===== config.mk =====
export PLATFORM = sky130hd
export DESIGN_NAME = mem_addr_arbiter
export DESIGN_NICKNAME = d
export VERILOG_FILES = /design/src/rtl/mem_addr_arbiter.sv
export SDC_FILE = /design/constraint.sdc
export NUM_CORES = 1
export LEC_CHECK = 0
export CORE_AREA = 5 5 42 44
export CTS_CLUSTER_DIAMETER = 120
export DETAILED_ROUTE_END_ITERATION = 6
export DIE_AREA = 0 0 47 49
export PLACE_DENSITY = 0.71
export SETUP_SLACK_MARGIN = 0.2
export SLEW_MARGIN = 20
export SYNTH_ARGS = -nofsm -noshare
export SYNTH_HDL_FRONTEND = slang
export SYNTH_SLANG_ARGS = --single-unit

===== constraint.sdc =====
create_clock -name clk -period 1.7 [get_ports clk]
set_input_delay 0.34 -clock clk [delete_from_list [all_inputs] [get_ports clk]]
set_output_delay 0.34 -clock clk [all_outputs]
set_load 0.02 [all_outputs]

===== src/rtl/mem_addr_arbiter.sv =====
// Arbitrates NUM_SRC requesters for one memory address port. The winning address
// is registered and held under a valid/ready handshake, with an optional timeout abort.
module mem_addr_arbiter #(
    parameter int ADDR_WIDTH = 5,
    parameter int NUM_SRC    = 2,
    parameter int RR_MODE    = 0,
    parameter int TIMEOUT    = 0,
    localparam int ID_WIDTH  = (NUM_SRC > 2) ? $clog2(NUM_SRC) : 1
) (
    input  logic                          clk,
    input  logic                          rst,
    input  logic [NUM_SRC-1:0]            req,
    input  logic [NUM_SRC*ADDR_WIDTH-1:0] req_addr,
    output logic [NUM_SRC-1:0]            ack,
    output logic [ID_WIDTH-1:0]           gnt_id,
    output logic [ADDR_WIDTH-1:0]         mem_addr,
    output logic                          mem_valid,
    input  logic                          mem_ready,
    output logic                          busy,
    output logic                          timeout_err
);

    // Wait counter only has to reach TIMEOUT-1; the abort fires on the next miss.
    localparam int CNT_WIDTH = (TIMEOUT > 1) ? $clog2(TIMEOUT) : 1;
    localparam logic [CNT_WIDTH-1:0] CNT_LAST = CNT_WIDTH'((TIMEOUT > 0) ? TIMEOUT - 1 : 0);

    typedef enum logic {
        IDLE,
        ISSUE
    } state_t;

    state_t                state, state_d;
    logic [ID_WIDTH-1:0]   rr_ptr, rr_ptr_d;
    logic [CNT_WIDTH-1:0]  wait_cnt, wait_cnt_d;
    logic [ID_WIDTH-1:0]   winner, gnt_id_d;
    logic [ADDR_WIDTH-1:0] win_addr, mem_addr_d;
    logic [NUM_SRC-1:0]    ack_d;
    logic                  terr_d;

    // Winner search: scan upward from the pointer (0 in fixed-priority mode), wrapping.
    always_comb begin
        int                  idx;
        logic                found;
        logic [ID_WIDTH-1:0] sel;
        // NOTE: every variable gets a value before any branch so no latch is inferred.
        idx      = 0;
        found    = 1'b0;
        sel      = '0;
        winner   = '0;
        win_addr = '0;
        for (int k = 0; k < NUM_SRC; k++) begin
            idx = (RR_MODE != 0) ? int'(rr_ptr) + k : k;
            if (idx >= NUM_SRC) idx = idx - NUM_SRC;
            sel = ID_WIDTH'(idx);
            if (!found && req[sel]) begin
                winner = sel;
                found  = 1'b1;
            end
        end
        for (int k = 0; k < NUM_SRC; k++) begin
            if (winner == ID_WIDTH'(k)) win_addr = req_addr[k*ADDR_WIDTH +: ADDR_WIDTH];
        end
    end

    always_comb begin
        state_d    = state;
        rr_ptr_d   = rr_ptr;
        wait_cnt_d = wait_cnt;
        gnt_id_d   = gnt_id;
        mem_addr_d = mem_addr;
        ack_d      = '0;
        terr_d     = 1'b0;
        case (state)
            IDLE: begin
                if (|req) begin
                    state_d    = ISSUE;
                    gnt_id_d   = winner;
                    mem_addr_d = win_addr;
                    wait_cnt_d = '0;
                    if (RR_MODE != 0) begin
                        rr_ptr_d = (winner == ID_WIDTH'(NUM_SRC - 1)) ? '0 : winner + ID_WIDTH'(1);
                    end
                end
            end
            ISSUE: begin
                if (mem_ready) begin
                    // Ready on the final wait cycle still counts as completion.
                    state_d = IDLE;
                    ack_d   = NUM_SRC'(1) << gnt_id;
                end else if (TIMEOUT > 0 && wait_cnt == CNT_LAST) begin
                    state_d = IDLE;
                    terr_d  = 1'b1;
                end else if (TIMEOUT > 0) begin
                    wait_cnt_d = wait_cnt + CNT_WIDTH'(1);
                end
            end
            default: state_d = IDLE;
        endcase
    end

    // NOTE: sequential state uses non-blocking assignments so all flops update together.
    always_ff @(posedge clk or posedge rst) begin
        if (rst) begin
            state       <= IDLE;
            rr_ptr      <= '0;
            wait_cnt    <= '0;
            gnt_id      <= '0;
            mem_addr    <= '0;
            ack         <= '0;
            timeout_err <= 1'b0;
        end else begin
            state       <= state_d;
            rr_ptr      <= rr_ptr_d;
            wait_cnt    <= wait_cnt_d;
            gnt_id      <= gnt_id_d;
            mem_addr    <= mem_addr_d;
            ack         <= ack_d;
            timeout_err <= terr_d;
        end
    end

    // Valid and busy both mean "transaction in flight", straight from the state flop.
    assign mem_valid = (state == ISSUE);
    assign busy      = (state == ISSUE);

endmodule


==> metrics.yaml <==
ys_ff_latch: 9
clk_pin_slew_worst_paths_ns: 0.06
yosys_warnings: 0
clockBufferDepth: 2
first_pass_iters: 3
drive_gt1_share_pct: 16.2
core.rowCount: 14
grt_pass1_vias: 397
area_delta_synth_final_pct: 63.0
port_buffers: 24
wl_per_cell_um: 12.4
tns_ns: 0
swShare_pct: 32.9
critPathMaxFanout: 5
viasPerCell: 4.67
die_h_um: 49
clkLatencyLatePin_ns: 0.25
hold_viol: 0
startpoint_type: "flip-flop"
pwr-share-seq_pct: 41.4
syn_inst: 41
slowest_stage: "dfrtp_1"
internal-power_w: 0.000463
drc: 0
mostFrequentLayoutCells: "clkdlybuf4s50_1, dlygate4sd2_1, dfrtp_1"
detail-route-antenna-nets: 0
grt_antenna_before_repair: 0
coreArea_um2: 1400
nets: 84
cp_top_family: "flip-flops"
r2r_cells: 4
dieWidth_um: 47
maxCapViolations: 0
routed_wl_mm: 1.04
critPathKind: "reg -> out"
finalCritPeriodShare_pct: 79.1
regArea_um2: 225
grt_max_degree: 10
r2r_setup_slack_ns: 0.58
peakVddDrop_v: 0.000385
cp-end-kind: "output port"
cts_sinks: 9
r2r_start: "busy"
vias: 392
status: "finished, final reports clean"
overflow: 0
path_buf_inv: 1
insertedDiodeCount: 0
slowest_delay_ns: 0.40
timing.final.crit_period_ns: 1.34
finClkSkew_ns: 0.000161
rsz0062_at_grt: "no"
syn_area_per_cell_um2: 10.3
netlist_area_um2: 423
combPwrFrac_pct: 35.3
htreeDepth: 1
postSynthNetCount: 56
crit_arrival_ns: 1.00
switchingPower_w: 0.000226
cts-root-buf: "clkbuf_4"
ys_seq_area_share_pct: 53.3
p_leak_nw: 0.307
fmax_mhz: 744
hpwlAfterDp_um: 831
synthDistinctLibCells: 17
worst-path-stages: 1
post_cts_buffers: 0
powerDensity_nw_per_um2: 1000
r2r_end: "mem_addr[3]"
first_iter_violations: 8
start_util_pct: 30.2
crit_chain: "dlygate4sd2_1"
ios: 26
final_max_slew_viol_count: 0
grt_first_pass_wirelength_mm: 1.79
design.die.area_um2: 2300
setup_viol: 0
clkPwrFrac_pct: 23.3
multiInputGateArea_um2: 171
final_common_cell: "clkdlybuf4s50_1"
tritoncts: "built"
postCtsHoldBufs: 0
grt_usage_pct: 11.1
fillers: 148
min_path_type: "in -> async"
cts_resized: 10
cp.required_ns: 1.36
gp_congestion: 0.733
cts_made_buffers: 3
fin_hold_ws_ns: 0.354
## routing by layer
layer / vias up / global-route usage (%) / share of wire [%]
li1: 195 / - / -
met1: 183 / 15.0 / 45
met2: 14 / 14.3 / 45
met3: 0 / 5.54 / 9.3
met4: 0 / 5.53 / 0
met5: - / 0 / 0
## power by group through the flow
stage               registers [W]  clock network (W)   logic, W
floorplan                0.000340                  0  0.0000864
global placement         0.000288                  0   0.000274
detailed placement       0.000290                  0   0.000278
CTS                      0.000285           0.000170   0.000247
global route             0.000292           0.000185   0.000263
finish                   0.000285           0.000161   0.000243
## cell usage after synthesis
master     n  area [um^2]
a21oi_1    2         10.0
a2bb2oi_1  2         17.5
and2_4     1         8.76
and3_2     1         7.51
buf_4      2         15.0
conb_1     1         3.75
dfrtp_1    9          225
inv_1      2         7.51
inv_2      1         3.75
nand2_1    1         3.75
nand2b_1   2         12.5
nor2_1     4         15.0
nor3_1     3         15.0
nor3_2     3         30.0
o21a_1     1         7.51
o22ai_1    5         31.3
or2_4      1         8.76
## registers in the layout, indices dropped and copies added (netlist names)
name      cells
mem_addr      5
ack           2
busy          1
gnt_id        1
## cells by family (layout without fill, tap and decap cells)
group	Yosys count	after routing	synth area share [%]
simple gates	16	16	24.0
buf+inv	5	32	6.21
compound gates	10	10	15.7
flops	9	9	53.3
other cells	1	1	0.887
## layout make-up
class	count	area share [%]
clock buffers	4	3.81
inverters	3	1.63
multi-input cells	27	24.9
flip-flops and latches	9	32.7
well taps	16	2.90
repair buffers	25	34.1
## metrics by stage
stage | cell area, um^2 | total power (W) | utilization, % | setup WS [ns] | cells
global placement | 676 | 0.000562 | 48.2 | 0.212 | 80
floorplan | 423 | 0.000426 | - | 0.602 | 41
finish | 689 | 0.000689 | 49.2 | 0.355 | 84
global route | 689 | 0.000740 | 49.2 | 0.277 | 84
detailed placement | 676 | 0.000568 | 48.2 | 0.187 | 80
CTS | 689 | 0.000702 | 49.2 | 0.338 | 84
## worst max path at each step
stage	startpoint	end	slack, ns
floorplan	busy	mem_valid	0.60
global placement	req[0]	mem_addr[0]	0.21
detailed placement	req[0]	mem_addr[0]	0.19
CTS	busy	busy	0.34
global route	busy	mem_valid	0.28
finish	busy	busy	0.36
No activity file was read; power rests on OpenSTA's default activity.
